==> src/rtl/cs411_pkg.sv <==
// cs411_pkg: shared scratchpad map, status codes, controller state set and
// the default systolic tile edge.
package cs411_pkg;

   localparam int TILE_SIZE = 8;

   localparam logic [31:0] ADDR_START  = 32'd0;
   localparam logic [31:0] ADDR_MODE   = 32'd4;
   localparam logic [31:0] ADDR_M      = 32'd8;
   localparam logic [31:0] ADDR_K      = 32'd12;
   localparam logic [31:0] ADDR_N      = 32'd16;
   localparam logic [31:0] ADDR_STATUS = 32'd100;

   localparam logic [31:0] STAT_IDLE = 32'd0;
   localparam logic [31:0] STAT_DONE = 32'd1;
   localparam logic [31:0] STAT_ERR  = 32'd2;

   typedef enum logic [3:0] {
      ST_IDLE,
      ST_LOAD,
      ST_CHECK,
      ST_ISSUE,
      ST_WAIT,
      ST_ADVANCE,
      ST_FINISH,
      ST_WAIT_CLR,
      ST_CLR,
      ST_ERR
   } state_t;

   // A dimension is usable when it is non-zero, a whole number of tiles and
   // within the array's supported range; tile must be a power of two.
   function automatic logic dim_valid(input logic [31:0] dim,
                                      input int unsigned tile,
                                      input int unsigned max_dim);
      return (dim != 32'd0) && ((dim & (tile - 1)) == 32'd0) && (dim <= max_dim);
   endfunction

endpackage

==> src/rtl/cs411_tile_counter.sv <==
// cs411_tile_counter: nested (m, n, k) tile index walker, k innermost and
// m outermost, each wrapping to zero at its tile count.
module cs411_tile_counter (
   input  logic       clk,
   input  logic       reset,
   input  logic       clr,
   input  logic       step,
   input  logic [7:0] mt,
   input  logic [7:0] nt,
   input  logic [7:0] kt,
   output logic [7:0] m,
   output logic [7:0] n,
   output logic [7:0] k,
   output logic       last_k,
   output logic       last_all
);

   logic last_m;
   logic last_n;

   assign last_m   = (m == mt - 8'd1);
   assign last_n   = (n == nt - 8'd1);
   assign last_k   = (k == kt - 8'd1);
   assign last_all = last_m & last_n & last_k;

   // Advance the innermost index, carrying into n and then m on wrap.
   always_ff @(posedge clk) begin
      if (reset || clr) begin
         m <= 8'd0;
         n <= 8'd0;
         k <= 8'd0;
      end else if (step) begin
         if (!last_k) begin
            k <= k + 8'd1;
         end else begin
            k <= 8'd0;
            if (!last_n) begin
               n <= n + 8'd1;
            end else begin
               n <= 8'd0;
               m <= last_m ? 8'd0 : m + 8'd1;
            end
         end
      end
   end

endmodule

==> src/rtl/cs411_sp_controller.sv <==
// cs411_sp_controller: polls the scratchpad for a start command, loads the
// GEMM shape, sequences array tiles and reports completion status.
module cs411_sp_controller
   import cs411_pkg::*;
#(
   parameter int TILE    = TILE_SIZE,
   parameter int MAX_DIM = 64
) (
   input  logic        clk,
   input  logic        reset,
   output logic [31:0] sp_addr,
   input  logic [31:0] sp_rdata,
   output logic [31:0] sp_wdata,
   output logic [3:0]  sp_web,
   output logic        mode,
   output logic [7:0]  tile_m,
   output logic [7:0]  tile_n,
   output logic [7:0]  tile_k,
   output logic        tile_first_k,
   output logic        tile_last_k,
   output logic        tile_start,
   input  logic        tile_done,
   output logic        busy
);

   localparam int SH = $clog2(TILE);

   state_t      state;
   logic [2:0]  load_cnt;
   logic        rd0_vld;
   logic [31:0] dim_m;
   logic [31:0] dim_k;
   logic [31:0] dim_n;
   logic [7:0]  mt;
   logic [7:0]  kt;
   logic [7:0]  nt;
   logic        dims_ok;
   logic        cnt_clr;
   logic        cnt_step;
   logic        last_all;

   assign mt = 8'(dim_m >> SH);
   assign kt = 8'(dim_k >> SH);
   assign nt = 8'(dim_n >> SH);

   assign dims_ok = dim_valid(dim_m, TILE, MAX_DIM) &&
                    dim_valid(dim_k, TILE, MAX_DIM) &&
                    dim_valid(dim_n, TILE, MAX_DIM);

   // Indices restart for every run and only move once per completed tile.
   assign cnt_clr  = (state == ST_CHECK);
   assign cnt_step = (state == ST_ADVANCE) && !last_all;

   assign tile_first_k = (tile_k == 8'd0);

   cs411_tile_counter u_tile_counter (
      .clk      (clk),
      .reset    (reset),
      .clr      (cnt_clr),
      .step     (cnt_step),
      .mt       (mt),
      .nt       (nt),
      .kt       (kt),
      .m        (tile_m),
      .n        (tile_n),
      .k        (tile_k),
      .last_k   (tile_last_k),
      .last_all (last_all)
   );

   // Control FSM; every SP port signal is registered and defaults to a read
   // of the start word so polling states need no explicit address setup.
   always_ff @(posedge clk) begin
      if (reset) begin
         state      <= ST_IDLE;
         sp_addr    <= 32'd0;
         sp_wdata   <= 32'd0;
         sp_web     <= 4'b0000;
         mode       <= 1'b0;
         tile_start <= 1'b0;
         busy       <= 1'b0;
         load_cnt   <= 3'd0;
         rd0_vld    <= 1'b0;
         dim_m      <= 32'd0;
         dim_k      <= 32'd0;
         dim_n      <= 32'd0;
      end else begin
         // Read data is only trusted as the start word when the previous
         // cycle actually read address 0 (not a status write or shape read).
         rd0_vld    <= (sp_addr == ADDR_START) && (sp_web == 4'b0000);
         tile_start <= 1'b0;
         sp_addr    <= ADDR_START;
         sp_wdata   <= 32'd0;
         sp_web     <= 4'b0000;
         case (state)
            ST_IDLE: begin
               if (rd0_vld && (sp_rdata == 32'd1)) begin
                  state    <= ST_LOAD;
                  sp_addr  <= ADDR_MODE;
                  load_cnt <= 3'd0;
                  busy     <= 1'b1;
               end
            end
            ST_LOAD: begin
               load_cnt <= load_cnt + 3'd1;
               case (load_cnt)
                  3'd0: sp_addr <= ADDR_M;
                  3'd1: begin
                     mode    <= sp_rdata[0];
                     sp_addr <= ADDR_K;
                  end
                  3'd2: begin
                     dim_m   <= sp_rdata;
                     sp_addr <= ADDR_N;
                  end
                  3'd3: dim_k <= sp_rdata;
                  default: begin
                     dim_n <= sp_rdata;
                     state <= ST_CHECK;
                  end
               endcase
            end
            ST_CHECK: begin
               if (dims_ok) begin
                  state      <= ST_ISSUE;
                  tile_start <= 1'b1;
               end else begin
                  state    <= ST_ERR;
                  sp_addr  <= ADDR_STATUS;
                  sp_wdata <= STAT_ERR;
                  sp_web   <= 4'b1111;
               end
            end
            ST_ISSUE: state <= ST_WAIT;
            ST_WAIT: begin
               if (tile_done) state <= ST_ADVANCE;
            end
            ST_ADVANCE: begin
               if (last_all) begin
                  state    <= ST_FINISH;
                  sp_addr  <= ADDR_STATUS;
                  sp_wdata <= STAT_DONE;
                  sp_web   <= 4'b1111;
               end else begin
                  state      <= ST_ISSUE;
                  tile_start <= 1'b1;
               end
            end
            ST_FINISH: state <= ST_WAIT_CLR;
            ST_ERR:    state <= ST_WAIT_CLR;
            ST_WAIT_CLR: begin
               if (rd0_vld && (sp_rdata == 32'd0)) begin
                  state    <= ST_CLR;
                  sp_addr  <= ADDR_STATUS;
                  sp_wdata <= STAT_IDLE;
                  sp_web   <= 4'b1111;
               end
            end
            ST_CLR: begin
               state <= ST_IDLE;
               busy  <= 1'b0;
            end
            default: begin
               state <= ST_IDLE;
               busy  <= 1'b0;
            end
         endcase
      end
   end

endmodule

==> config.mk <==
export PLATFORM = sky130hd
export DESIGN_NAME = cs411_sp_controller
export DESIGN_NICKNAME = d
export VERILOG_FILES = /design/src/rtl/cs411_pkg.sv /design/src/rtl/cs411_tile_counter.sv /design/src/rtl/cs411_sp_controller.sv
export SDC_FILE = /design/constraint.sdc
export NUM_CORES = 1
export LEC_CHECK = 0
export CAP_MARGIN = 20
export CORE_MARGIN = 10
export CORE_UTILIZATION = 50
export DETAILED_ROUTE_END_ITERATION = 6
export GPL_TIMING_DRIVEN = 0
export PLACE_DENSITY = 0.77
export SYNTH_ARGS = -nofsm -noshare
export SYNTH_HDL_FRONTEND = slang
export SYNTH_SLANG_ARGS = --single-unit
==> constraint.sdc <==
create_clock -name clk -period 3.4 [get_ports clk]
set_clock_uncertainty 0.1 [all_clocks]
set_input_delay 0.68 -clock clk [delete_from_list [all_inputs] [get_ports clk]]
set_output_delay 0.68 -clock clk [all_outputs]
set_load 0.02 [all_outputs]
# Word-level counts from Yosys, hierarchy flattened
# Cells that the tools add are included.
# W data, S select, Z words.
[classes]
add_sub_neg = 7
order_cmp = 3
eq_ne = 19
muxes = 30
bitwise = 4
n_reduce_logical = 39
[op_table]
columns = ["operator", "n"]
rows = [
  ["$logic_not A32 Y1", 5],
  ["$le A32 B7 Y1 const B", 3],
  ["$reduce_bool A32 Y1", 3],
  ["$pmux W7 S5", 1],
  ["$eq A32 B1 Y1 const B", 1],
  ["$mux W4", 8],
  ["$pmux W4 S8", 1],
  ["$add A8 B1 Y8 const B", 3],
  ["$eq A8 B8 Y1", 3],
  ["$mux W8", 3],
  ["$sub A8 B1 Y8 const B", 3],
  ["$mux W7", 3],
  ["$eq A4 B3 Y1 const B", 4],
  ["$pmux W5 S3", 1],
  ["$reduce_and A2 Y1", 7],
  ["$logic_and A1 B1 Y1", 12],
  ["$pmux W4 S3", 1],
  ["$mux W3", 3],
  ["$eq A4 B2 Y1 const B", 2],
  ["$logic_not A4 Y1", 2],
  ["$logic_not A8 Y1", 1],
  ["$ne A2 B2 Y1 const B", 4],
  ["$reduce_or A8 Y1", 1],
  ["$eq A3 B2 Y1 const B", 2],
  ["19 further kinds", 25],
]
[totals]
ff_bits = 199
input_bits = 35
out_inout_bits = 97
elab_cells = 117

# Depth between registers and ports, before layout
[depth]
ltp_word = 7
ltp_mapped = 11
ltp_nobuf = 10

# Cells and area by module
# From an unflattened synthesis, not the netlist that was laid out.
[hier_totals]
hier_cells = 905
hier_area_um2 = 7065.5
[by_module_without_submodules]
columns = ["mod", "n_inst", "cells_each", "area_per_inst_um2", "seq_area_each_um2"]
rows = [
  ["cs411_sp_controller", 1, 655, 5033.6, 2282.2],
  ["cs411_tile_counter", 1, 250, 2031.9, 480.5],
]

# Worst setup path after synthesis
# No wires, ideal clock.
[synth_path]
path_type = "register to register"
start = "reg dim_k[5]"
end = "reg u_tile_counter.n[7]"
setup_time_ns = 0.070
arrival_ns = 2.735
t_required_ns = 3.230
path_slack_ns = 0.495
path_stages_with_launch = 9
n_path_buf = 0
period_less_slack_ns = 2.905
cell_sequence = "dfxtp_1 or3_4 o21a_1 or4_4 a211o_2 clkinv_2 o311ai_4 or4_1 a21oi_1"
[synth_via]
elab_chain_cells = 6
[synth_rtl]
columns = ["element", "line_no", "source"]
rows = [
  ["start: declaration", "cs411_sp_controller.sv:32", "logic [31:0] dim_k;"],
  ["start signal: assignment", "cs411_sp_controller.sv:116", "3'd3: dim_k <= sp_rdata;"],
  ["$sub A8 B1 Y8 *", "cs411_tile_counter.sv:23", "assign last_k = (k == kt - 8'd1);"],
  ["$eq A8 B8 Y1 *", "cs411_tile_counter.sv:23", ""],
  ["named net tile_last_k", "cs411_sp_controller.sv:20", "output logic tile_last_k,"],
  ["$and A1 B1 Y1", "cs411_tile_counter.sv:24", "assign last_all = last_m & last_n & last_k;"],
  ["$logic_not A1 Y1", "cs411_sp_controller.sv:52", "assign cnt_step = (state == ST_ADVANCE) && !last_all;"],
  ["$logic_and A1 B1 Y1", "cs411_sp_controller.sv:52", ""],
  ["$reduce_and A2 Y1 (no source line) *", "n/a", ""],
  ["end signal: assignment", "cs411_tile_counter.sv:38", "n <= n + 8'd1;"],
  ["end: declaration", "cs411_tile_counter.sv:12", "output logic [7:0] n,"],
]
# Mark *: on every way through the listed nets, which the timed path passes. The rest lies on a longest branch.
# A chain may end at the register's enable or synchronous reset.

# Worst setup path in the final report
[layout_path]
start = "reg dim_k[5]"
end = "out tile_last_k"
[layout_via]
elab_chain_cells = 2
[layout_rtl]
columns = ["element", "line_no"]
rows = [
  ["$sub A8 B1 Y8", "cs411_tile_counter.sv:23"],
  ["$eq A8 B8 Y1", "cs411_tile_counter.sv:23"],
  ["end: declaration", "cs411_sp_controller.sv:20"],
]
# Every way passes these cells.

==> flow_metrics.py <==
metrics = {
    "synth": {
        "synth_area_leaders": "dfxtp_1 (40%), nand2_1 (12%), a21oi_1 (9.5%)",
        "yosysTopAreaCell": "dfxtp_1",
        "synth_edf_count": 0,
        "syn-cell-area_um2": 6860,
        "yosysUniqueCellTypes": 57,
        "synth_ff_type": "dfxtp_1",
        "yosys_warnings": 0,
        "syn_inst": 890,
        "synth_top_area_share_pct": 40.27,
        "synth_seq_cells": 138,
        "synth_area_per_cell_um2": 7.708,
        "synth_async_sr_flop_share_pct": 0,
        "ys_seq_area_share_pct": 40.27,
    },
    "clock_tree": {
        "ctsHtreeMaxLevel": 4,
        "cts.path.max_buffers": 2,
        "cts_tree": "built",
        "clkSinkCount": 138,
        "cts_inserted_buffers": 17,
        "insertion_delay_ns": 0.43,
        "path_clk_slew_ns": 0.06,
        "hold_buffers": 0,
        "cts-root-buf": "clkbuf_16",
    },
    "setup_path": {
        "critical_path_class": "reg2out",
        "cp-start-kind": "flop",
        "worst_r2r_endpoint": "tile_start$_SDFF_PP0_",
        "reg2reg_setup_slack_ns": 0.15,
        "arrival_ns": 2.55,
        "endpoint_kind": "output port",
        "worstRegToRegCells": 9,
        "worstPathMaxFanout": 7,
        "r2r-start": "dim_k[5]$_SDFFE_PP0P_",
        "worstPathRequired_ns": 2.62,
    },
    "die": {
        "start_util_pct": 51.40,
        "fp.dieH_um": 137.1,
        "rows": 42,
        "die_area_um2": 18810,
        "die_w_um": 137.1,
        "io_pins": 132,
        "core_area_um2": 13350,
    },
    "cells_and_area": {
        "final_core_utilization_pct": 64.80,
        "drive_above_1_share_pct": 11.12,
        "diodes": 0,
        "layout-area-overhead-vs-synth_pct": 26.08,
        "nets": 1085,
        "final_cells": 1228,
    },
    "global_route": {
        "busiest_layer": "met2",
        "grt_max_degree": 17,
        "antenna_found_initial": 0,
        "grt.met3_usage_pct": 5.242,
        "grtUsageTotal_pct": 20.22,
        "grt_pass1_wl_mm": 30.08,
        "met2_usage_pct": 33.90,
        "grt_overflow": 0,
        "grt_pass1_vias": 5969,
        "use_met1_pct": 23.99,
    },
    "place": {
        "place.gp.congestion": 0.9167,
        "numPortBuffers": 73,
        "place_hpwl_mm": 14.56,
        "dp_cells": 1195,
    },
    "hold_path": {
        "min_path_type": "reg2reg",
        "worstHoldPathCells": 1,
        "whs_endpoint": "rd0_vld$_SDFF_PP0_",
        "hold_start": "sp_addr[2]$_SDFF_PP0_",
    },
    "run": {
        "drv_cap": 0,
    },
    "detailed_routing": {
        "wire_per_inst_um": 15.65,
        "drc": 4,
        "drt_iter0_drc": 502,
        "vias_per_cell": 5.348,
        "antenna_left": 0,
        "wl_mm": 19.22,
        "via_count": 6567,
        "dr.pass1.iters": 7,
    },
    "power_and_ir_drop": {
        "p_leak_nw": 3.152,
        "irDropWorstVdd_uv": 336.1,
        "power_density_nw_per_um2": 439.8,
    },
    "timing": {
        "period_minus_slack_ns": 3.328,
        "finalHoldViolCount": 0,
        "final.period_utilization_pct": 97.89,
        "slew-limit-headroom_pct": 47.37,
        "setup_viol": 0,
        "worst_pin_slew_ns": 0.7865,
        "fmax_ghz": 0.3004,
        "setup_tns_ns": 0,
        "maxSlewViolCount": 0,
    },
    "status": {
        "violations": "design-rule violations",
        "status": "finished, violations left",
    },
}
[critical path, cell delays in order (launching register included)]
cell,delay (ns)
dfxtp_2,0.35
or3_4,0.42
o21a_1,0.20
or4_4,0.55
a211o_4,0.38
clkinv_2,0.07
buf_4,0.14
[final cells by class]
cell class                 instances  area, µm²
buffer                           110      648.1
clock buffer                      18      439.2
clock inverter                    14      160.2
fill                            1192       4698
inverter                          18      68.82
multi-input combinational        680       3612
sequential                       138       2765
tap                              176      220.2
timing repair buffer              74      735.7
[registers in the layout, indices dropped and copies added, names as in the netlist]
| name | count |
|---|---|
| u_tile_counter.n | 8 |
| rd0_vld | 1 |
| busy | 1 |
| u_tile_counter.m | 8 |
| tile_start | 1 |
| sp_addr | 4 |
| dim_m | 32 |
| dim_k | 32 |
| dim_n | 32 |
| mode | 1 |
| u_tile_counter.k | 8 |
| load_cnt | 3 |
| state | 4 |
| sp_wdata | 2 |
| sp_web | 1 |
[kinds of logic after synthesis]
| kind of cell | after synthesis | share of synthesized area, % |
|---|---|---|
| buf+inv | 128 | 10.41 |
| flops | 138 | 40.27 |
| other cells | 1 | 0.05466 |
| simple gates | 394 | 27.43 |
| mux | 3 | 0.4377 |
| xor+xnor | 27 | 3.447 |
| fa+ha+maj | 11 | 2.006 |
| compound gates | 188 | 15.94 |
[cell usage in the layout (no fill, tap or decap), types with 9 or more instances in the layout]
master and n:
nand2b_1 12, nor3_1 11, o21ai_0 14, clkbuf_1 44, conb_1 57, buf_4 64, xor2_1 12, inv_1 17
ha_1 11, nor4_1 34, or4_1 12, xnor2_1 15, o31ai_1 9, a21oi_1 130, or3_1 14, clkbuf_16 17
clkdlybuf4s50_1 72, nand4_1 13, nand2_1 221, dfxtp_1 136, nor2_1 39
[cell usage after synthesis, types with 5 or more instances]
library cell	n
a21oi_1	130
nand4_1	13
nand3_1	8
dfxtp_1	138
o31ai_1	9
and3_1	5
nor3_1	12
inv_1	17
nand2b_1	12
buf_4	61
or3_1	14
xor2_1	12
xnor2_1	15
or4_1	12
nand2_1	221
nor2_1	39
ha_1	11
o21ai_1	5
nor4_1	34
clkbuf_1	44
o21ai_0	14
[repair_timing]
| item | CTS | global route |
|---|---|---|
| setup endpoints to repair | 4 | 3 |
| pin swaps | 1 | 0 |
| resized for setup | 6 | 6 |
| setup buffers | 1 | 0 |
| endpoints found under the hold margin | 0 | 0 |
[stage by stage]
step           hold WS, ns  worst slack (ns)  cell area [µm²]  total power, W
6_report            0.3223           0.07162             8650        0.003804
5_1_grt             0.3378         -0.006753             8650        0.003912
4_1_cts             0.3239           0.01983             8636        0.003800
3_5_place_dp        0.3152          -0.03881             8021        0.001946
3_3_place_gp        0.3112          -0.02320             8021        0.001946
2_1_floorplan       0.3360            0.4953             7071        0.001851
[where the power goes]
group	total (W)	internal, W	switching [W]
Sequential	0.00163	0.00162	0.00000717
Combinational	0.000287	0.000110	0.000177
Clock	0.00189	0.00112	0.000769
Total	0.00380	0.00285	0.000953
[worst max path at each step]
stage	from	slack [ns]	endpoint
2_1_floorplan	dim_k[5]$_SDFFE_PP0P_	0.50	u_tile_counter.n[7]$_SDFFE_PP0P_
3_3_place_gp	dim_k[3]$_SDFFE_PP0P_	-0.02	tile_last_k
3_5_place_dp	dim_m[3]$_SDFFE_PP0P_	-0.04	sp_addr[2]$_SDFF_PP0_
4_1_cts	dim_k[5]$_SDFFE_PP0P_	0.02	tile_last_k
5_1_grt	dim_k[3]$_SDFFE_PP0P_	-0.007	tile_last_k
6_report	dim_k[5]$_SDFFE_PP0P_	0.07	tile_last_k
[metal layers]
layer,up-vias,share of wire [%],routed length [µm]
met5,-,0,0
li1,3271,-,-
met3,30,6.6,1277
met4,0,2.0,381
met2,218,49,9385
met1,3048,43,8180
Power figures use the tool's default switching activity.
